<file path="config.mk">
export PLATFORM = sky130hd
export DESIGN_NAME = tia_playfield_serializer
export DESIGN_NICKNAME = d
export VERILOG_FILES = /design/src/rtl/tia_playfield_serializer.sv
export SDC_FILE = /design/constraint.sdc
export NUM_CORES = 1
export LEC_CHECK = 0
export CAP_MARGIN = 0
export CORE_MARGIN = 2
export CORE_UTILIZATION = 35
export DETAILED_ROUTE_END_ITERATION = 12
export SLEW_MARGIN = 15
export SYNTH_ARGS = -nofsm -noshare
export SYNTH_HDL_FRONTEND = slang
export SYNTH_SLANG_ARGS = --single-unit
</file>
<file path="constraint.sdc">
create_clock -name clkp -period 4.7 [get_ports clkp]
set_clock_uncertainty 0.05 [all_clocks]
set_input_delay 0.705 -clock clkp [delete_from_list [all_inputs] [get_ports clkp]]
set_output_delay 0.705 -clock clkp [all_outputs]
set_load 0.02 [all_outputs]
</file>
<file path="src/rtl/tia_playfield_serializer.sv">
// TIA playfield block: CPU-written 20-bit playfield shifted out one bit per hclk_en, repeat/reflect at centre.
// Optional probe outputs pf_pos/pf_active are compiled in when TIA_PF_DEBUG_EN is defined.
module tia_playfield_serializer #(
  parameter bit OUT_REG = 1'b1
) (
  input  logic       clkp,
  input  logic       reset_bar,
  input  logic       hclk_en,
  input  logic       rhb,
  input  logic       cnt,
  input  logic       ref_bar,
  input  logic [7:0] d,
  input  logic       pf0_we,
  input  logic       pf1_we,
  input  logic       pf2_we,
`ifdef TIA_PF_DEBUG_EN
  output logic [4:0] pf_pos,
  output logic       pf_active,
`endif
  output logic       cntd,
  output logic       pf
);

  localparam logic [4:0] LAST_IDX = 5'd19;

  logic [3:0]  pf0r;
  logic [7:0]  pf1r;
  logic [7:0]  pf2r;
  logic [19:0] playfield;
  logic [4:0]  pos;
  logic [4:0]  pos_nxt;
  logic        dir;      // 0 = forward, 1 = reverse
  logic        dir_nxt;
  logic        active;
  logic        active_nxt;
  logic        at_end;
  logic        bit_sel;
  logic        bit_q;

  always_ff @(posedge clkp or negedge reset_bar) begin
    if (!reset_bar) begin
      pf0r <= '0;
      pf1r <= '0;
      pf2r <= '0;
    end else begin
      if (pf0_we) pf0r <= d[7:4];
      if (pf1_we) pf1r <= d;
      if (pf2_we) pf2r <= d;
    end
  end

  // Beam order: PF0 low-to-high, PF1 high-to-low, PF2 low-to-high.
  always_comb begin
    playfield = '0;
    for (int i = 0; i < 4; i++) playfield[i] = pf0r[i];
    for (int i = 0; i < 8; i++) begin
      playfield[4 + i]  = pf1r[7 - i];
      playfield[12 + i] = pf2r[i];
    end
  end

  always_ff @(posedge clkp or negedge reset_bar) begin
    if (!reset_bar) begin
      pos    <= '0;
      dir    <= 1'b0;
      active <= 1'b0;
      bit_q  <= 1'b0;
      cntd   <= 1'b0;
    end else if (hclk_en) begin
      pos    <= pos_nxt;
      dir    <= dir_nxt;
      active <= active_nxt;
      bit_q  <= bit_sel;
      cntd   <= cnt;
    end
  end

  assign at_end = dir ? (pos == 5'd0) : (pos == LAST_IDX);

  // rhb outranks cnt; ref_bar only matters on the cnt strobe itself.
  always_comb begin
    pos_nxt    = pos;
    dir_nxt    = dir;
    active_nxt = active;
    if (rhb || (cnt && ref_bar)) begin
      pos_nxt    = '0;
      dir_nxt    = 1'b0;
      active_nxt = 1'b1;
    end else if (cnt) begin
      pos_nxt    = LAST_IDX;
      dir_nxt    = 1'b1;
      active_nxt = 1'b1;
    end else if (active) begin
      if (at_end)   active_nxt = 1'b0;
      else if (dir) pos_nxt    = pos - 5'd1;
      else          pos_nxt    = pos + 5'd1;
    end
  end

  always_comb begin
    bit_sel = active & playfield[pos];
  end

  generate
    if (OUT_REG) begin : g_out_reg
      always_ff @(posedge clkp or negedge reset_bar) begin
        if (!reset_bar) pf <= 1'b0;
        else            pf <= bit_q;
      end
    end else begin : g_out_comb
      assign pf = bit_q;
    end
  endgenerate

`ifdef TIA_PF_DEBUG_EN
  assign pf_pos    = pos;
  assign pf_active = active;
`endif

endmodule

</file>
==> key figures, run 1 <==
Global route
  – Largest net degree at the start of global routing: 31
  – Total track usage: 13.66%
  – Antenna violations before repair: 0
  – Vias in the first global route: 1123
  – Grt total ovfl: 0
  – First-pass GRT wire length: 5285 microns

STA
  – Slew margin rel.: a little under three fifths
  – Max-slew violation count: 0
  – Final setup TNS: 0 ns
  – Worst slew pin tran: 0.6386 ns
  – Finish-stage setup viols: 0
  – Fin crit period: ~2.2 ns
  – RSZ-0062 raised after global routing: false
  – Fin crit share: 46.03%
  – Fmax: 462.2 MHz
  – Count of final hold-check violations: 0

Critical path
  – Setup crit start: cnt
  – Worst path slowest cell: clkdlybuf4s50_1
  – CP peak stage delay: approximately 0.6 ns
  – Reg2Reg Depth: 6
  – Critical path startpoint category: primary input
  – CP endpoint kind: flop
  – Critical path, cell by cell: clkdlybuf4s50_1 -> nor4_1 -> o21ai_1 -> o311ai_2 -> o21ba_1 -> o22ai_1
  – Largest fanout on the critical path: 11
  – CP Class: in2reg
  – CP Data Required Time: 4.86 ns
  – Reg-to-reg setup timing slack: roughly 2.6 ns
  – R2R Path Start: pos[0]
  – Crit path DAT: ~2.3 ns
  – Critical path endpoint: pos[4]
  – Crit Reg-Reg Endpoint: pos[4]

Detailed routing
  – Vias/cell: 5.183
  – WL met1: 1388 microns
  – DR WL met2: between 1000 and 1500 microns
  – Post-route ant nets: 0
  – WL/cell: about 15 microns
  – Routed via count: 1021
  – Uppermost layer routed: met4
  – Final WL: 2987 microns
  – 1st-iter DRT viols: 59
  – Drt drc: 0
  – Drt pass-1 iters: 4
  – DR WL met3: 104 microns

Logic synthesis
  – Yosys warning count: 0
  – Mapped Area: 1549 sq um
  – Post-synth EDFFs: 0
  – Syn Nets: roughly 140
  – Synthesized flop and latch total: 30
  – Seq/Total Area, Yosys: 48.47%
  – Dominant synthesized flop cell: dfrtp_1
  – Post-synthesis cell type count: 42
  – Avg Cell Area, Syn: approximately 13 sq um
  – Gate Count Post-Synth: 123
  – Ys async rst share: between 90% and 100%

CTS
  – Sink Count: 30
  – Maximum clock insertion buffer count: 2
  – CTS Hold Bufs: 0
  – Clock slew at reported path FFs: 0.07 ns
  – Post-CTS Setup Inserts: 0
  – H-tree Lvls: 2
  – Resized Gates After CTS: 0
  – Root Buffer: clkbuf_8
  – CTS buffer count: 5
  – CTS tree: yes
  – Clk_lat worst skew: 0.28 ns

Cells and area
  – Final Instance Count excl. Fillers: about 200
  – Commonest non-fill, non-tap cell in the layout: dfrtp_1
  – Multi-input logic area: 744.5 sq um
  – Area Overhead vs Synth: 20.44%
  – ANT cells: 0
  – Most frequent cells in the layout: dfrtp_1, clkdlybuf4s50_1, mux2_1, mux2_2, nand2_1
  – Layout fillers: 401
  – Reg area: ~750 sq um
  – Final net count: 165
  – Fraction of layout cells with a size suffix above 1: 17.24%

Floorplan
  – Row count: 24
  – Initial core utilization: between 30% and 40%
  – # IOs: 19
  – Die width: 70.53 microns
  – Die area: 4974 sq um
  – Die H: 70.53 microns
  – Core area: about 4300 sq um

Run status
  – Status: finished, final reports clean

Placed design
  – Post-DP HPWL: 2179 microns
  – Cells after DPL: 189
  – Routability Congestion: 0.8202
  – IO Port Bufs: 18

Min path
  – Worst hold start: bit_q
  – Hold Path Class: reg2reg

Power
  – Leak Pwr: approximately 0.78 nW
  – Worst-case vdd ir drop: about 190 uV
  – PD cells: roughly 370 nW/um^2
  – Final Total Pwr: 0.6942 mW

Flow run
  – Max Cap Violations: 0
-- per-stage QoR --
stage               cell area (sq um)  utilization [%]  setup slack [ns]  hold WS [ns]
floorplan                        1549                -             2.915        0.3037
detailed placement               1770            41.23             2.265        0.3126
CTS                              1866            43.44             2.554        0.3263
finish                           1866            43.44             2.536        0.3248
global placement                 1770            41.23             2.343        0.3100
global route                     1866            43.44             2.414        0.3456
-- cell families (layout without fill, tap and decap cells) --
kind of cell               count (synthesis)  count (layout)  share of synthesized area (%)
and+or+nand+nor                           24              24                          10.18
AOI/OAI and AO/OA                         23              23                          10.90
xor gates and xnor gates                   3               3                          1.697
DFF                                       30              30                          48.47
muxes                                     28              28                          21.57
buffers and inverters                     11              33                          3.473
adders and majority gates                  4               4                          3.716
-- cell usage after synthesis (2+ instances only) --
cell | count | share of area [%]
o21ai_1 | 4 | 1.3
xnor2_1 | 2 | 1.1
dfrtp_1 | 30 | 48
mux2i_1 | 6 | 3.9
ha_1 | 3 | 2.4
a21o_1 | 2 | 0.97
nor2_1 | 3 | 0.73
nor3b_1 | 2 | 0.97
o41ai_1 | 2 | 1.1
mux2_1 | 12 | 8.7
inv_1 | 6 | 1.5
a21oi_1 | 4 | 1.3
clkbuf_1 | 2 | 0.48
nand2_1 | 7 | 1.7
o22ai_1 | 4 | 1.6
mux2_2 | 8 | 5.8
-- power breakdown --
group	internal, mW	switching [mW]
sequential	0.290	0.0375
clock	0.117	0.0984
combinational	0.0830	0.0678
-- critical path: cells and delay by family --
kind            cells  cell delay, ns
compound gates      4            0.65
simple gates        1            0.37
buf+inv             1            0.60
-- final cells by class --
class	count	share of cell area (%)
tap	52	3.488
multi-input combinational	82	39.91
inverter	6	1.207
clock inverter	2	0.6707
clock buffer	6	4.427
sequential	30	40.24
timing repair buffer	19	10.06
-- how the worst min path moves through the flow --
stage | cells after the start | to
floorplan | 0 | pf
global placement | 0 | pf
detailed placement | 0 | pf
CTS | 0 | pf
global route | 0 | pf
finish | 0 | pf
-- state kept, by name, indices dropped and copies added (netlist names) --
name    flops
active      1
bit_q       1
cntd        1
dir         1
pf          1
pf0r        4
pf1r        8
pf2r        8
pos         5
-- layer usage --
layer	vias to the layer above	GRT usage (%)
met5	-	0
met4	0	4.701
met3	2	4.618
met2	17	22.01
met1	508	17.21
li1	494	-
Power figures use the tool's default switching activity.
==> run 2: changes to the inputs <==
==> constraint.sdc (replaced) <==
create_clock -name clkp -period 1.8 [get_ports clkp]
set_clock_uncertainty 0.05 [all_clocks]
set_input_delay 0.27 -clock clkp [delete_from_list [all_inputs] [get_ports clkp]]
set_output_delay 0.27 -clock clkp [all_outputs]
set_load 0.02 [all_outputs]
==> run 2 against run 1 <==
Compared with the run above: routed wire length is 13% higher; largest cell class is now multi-input combinational cells; register-to-register slack worse by 2.5 ns; critical path depth is 1 higher; sequential cell count did not move; non-clock buffer count increased by 15; highest routed layer unchanged.
==> key figures, run 2 (synthesis gave the netlist of run 1 again) <==
Detailed routing
  – Final WL: 3377 microns (was 2987 microns)
  – Drt drc: 0 (unchanged)
  – Drt pass-1 iters: 4 (unchanged)
  – Vias/cell: 5.127 (was 5.183)
  – Post-route ant nets: 0 (unchanged)
  – WL/cell: 15.93 microns (was 15.16 microns)
  – 1st-iter DRT viols: 49 (was 59)
  – Routed via count: 1087 (was 1021)

Floorplan
  – Die area: 4974 sq um (unchanged)
  – Die H: 70.53 microns (unchanged)
  – Core area: 4294 sq um (unchanged)
  – Initial core utilization: 36.07% (unchanged)
  – Die width: 70.53 microns (unchanged)
  – # IOs: 19 (unchanged)
  – Row count: 24 (unchanged)

Power
  – P_sw: 0.5662 mW (was 0.2036 mW)
  – Clk network pwr share: 29.7% (was 31.1%)
  – Sw frac: 29.55% (was 29.33%)
  – Leak Pwr: 0.8650 nW (was 0.7756 nW)
  – Combinational power share: 27.1% (was 21.7%)
  – Seq pwr share: 43.3% (was 47.2%)
  – PD cells: 946.4 nW/um^2 (was 372.1 nW/um^2)
  – Internal: 1.350 mW (was 0.4906 mW)
  – Worst-case vdd ir drop: 507.3 uV (was 189.5 uV)

Critical path
  – Critical path startpoint category: flop (was primary input)
  – CP Class: reg2reg (was in2reg)
  – Crit path DAT: 1.86 ns (was 2.32 ns)
  – Reg-to-reg setup timing slack: 0.05 ns (was 2.60 ns)
  – CP Data Required Time: 1.91 ns (was 4.86 ns)
  – CP endpoint kind: flop (unchanged)
  – Largest fanout on the critical path: 6 (was 11)

STA
  – RSZ-0062 raised after global routing: true (was false)
  – Fmax: 571.6 MHz
  – Slew margin rel.: 59.17% (was 57.43%)
  – Fin crit share: 97.18%
  – Fin crit period: 1.749 ns
  – Finish-stage setup viols: 0 (unchanged)
  – Worst slew pin tran: 0.6115 ns (was 0.6386 ns)
  – Count of final hold-check violations: 0 (unchanged)
  – Max-slew violation count: 0 (unchanged)

Global route
  – Largest net degree at the start of global routing: 31 (unchanged)
  – First-pass GRT wire length: 5851 microns (was 5285 microns)
  – Total track usage: 15.28% (was 13.66%)
  – Grt total ovfl: 0 (unchanged)
  – Antenna violations before repair: 0 (unchanged)
  – Vias in the first global route: 1268 (was 1123)

CTS
  – Maximum clock insertion buffer count: 2 (unchanged)
  – Sink Count: 30 (unchanged)
  – CTS Hold Bufs: 0 (unchanged)
  – Clk_lat worst skew: 0.28 ns (about the same)
  – Clock slew at reported path FFs: 0.07 ns (about the same)
  – CTS tree: yes (unchanged)
  – Root Buffer: clkbuf_8 (unchanged)
  – H-tree Lvls: 2 (unchanged)
  – CTS buffer count: 5 (unchanged)

Cells and area
  – Final net count: 180 (was 165)
  – Multi-input logic area: 778.2 sq um (was 744.5 sq um)
  – Fraction of layout cells with a size suffix above 1: 28.75% (was 17.24%)
  – Most frequent cells in the layout: dfrtp_1, clkdlybuf4s50_1, buf_4, mux2_1, mux2_2 (was dfrtp_1, clkdlybuf4s50_1, mux2_1, mux2_2, nand2_1)
  – Area Overhead vs Synth: 30.69% (was 20.44%)
  – ANT cells: 0 (unchanged)
  – Layout fillers: 381 (was 401)
  – Final core utilization: 47.14% (was 43.44%)
  – Top flop regs: pf1r x8, pf2r x8, pos x5 (unchanged)
  – Commonest non-fill, non-tap cell in the layout: dfrtp_1 (unchanged)
  – Final Instance Count excl. Fillers: 212 (was 197)
  – Reg area: 752.0 sq um (was 750.7 sq um)

Flow run
  – Max Cap Violations: 0 (unchanged)

Placed design
  – IO Port Bufs: 18 (unchanged)
  – Post-DP HPWL: 2417 microns (was 2179 microns)
  – Routability Congestion: 0.8440 (was 0.8202)
  – Cells after DPL: 202 (was 189)

Min path
  – Hold Path Class: in2async (was reg2reg)

Run status
  – Status: finished, final reports clean (unchanged)
## run 2: changes by cell type in the layout (fill, tap and decap cells not counted), sizes merged
cell	delta
buf	+15
## run 2: layout make-up
class	count	share of cell area, %
Timing Repair Buffer	34	15.39
Sequential cell	30	37.14
Clock inverter	2	0.6180
Clock buffer	6	4.079
Multi-Input combinational cell	82	38.44
Tap cell	52	3.214
Inverter	6	1.112
## run 2: final timing paths
check,startpoint,endpoint,depth (start not counted)
worst max-delay path,pos[0],bit_q,7
worst min-delay path,reset_bar,pos[2],2
min in group clkp,bit_q,pf,0
worst min register to register,bit_q,pf,0
worst max register to register,pos[0],bit_q,7
max in group asynchronous,reset_bar,pos[0],2
## run 2: through the flow
step / cell area, sq um / hold slack [ns] / total power, mW / worst slack [ns] / setup TNS, ns
after floorplan: 1549 / -0.07559 / 1.118 / 0.05426 / 0
after global placement: 1868 / 0.3105 / 1.293 / -0.02277 / -0.02277
after detailed placement: 1868 / 0.3285 / 1.313 / -0.05746 / -0.09901
after CTS: 1982 / 0.3391 / 1.900 / 0.01865 / 0
after global routing: 2024 / 0.3538 / 2.041 / -0.03555 / -0.07445
final: 2024 / 0.3240 / 1.916 / 0.05067 / 0
## run 2: repair_timing
item,4_1_cts,5_1_grt
setup buffers,2,0
gates resized for setup,2,8
pin swaps,1,4
setup endpoints to repair,1,4
## run 2: power groups by stage
stage / clock, mW / sequential (mW) / combinational, mW
final: 0.568 / 0.829 / 0.519
after global routing: 0.634 / 0.841 / 0.566
after CTS: 0.582 / 0.825 / 0.493
after detailed placement: 0 / 0.839 / 0.474
after global placement: 0 / 0.833 / 0.460
after floorplan: 0 / 0.835 / 0.283
## run 2: routing by layer
layer  up-vias  GRT usage, %  part of all wire, %
li1        525             -                    -
met1       529         18.07                   44
met2        23         25.47                   50
met3        10         5.339                  4.3
met4         0         5.983                  2.0
met5         -             0                    0
## run 2: critical path: stages, from the launching register on
cell and delay (ns):
dfrtp_2 0.44, buf_6 0.14, buf_8 0.13, mux2i_2 0.17, o22ai_1 0.11, o311ai_1 0.31
o311a_1 0.23, o22ai_1 0.07
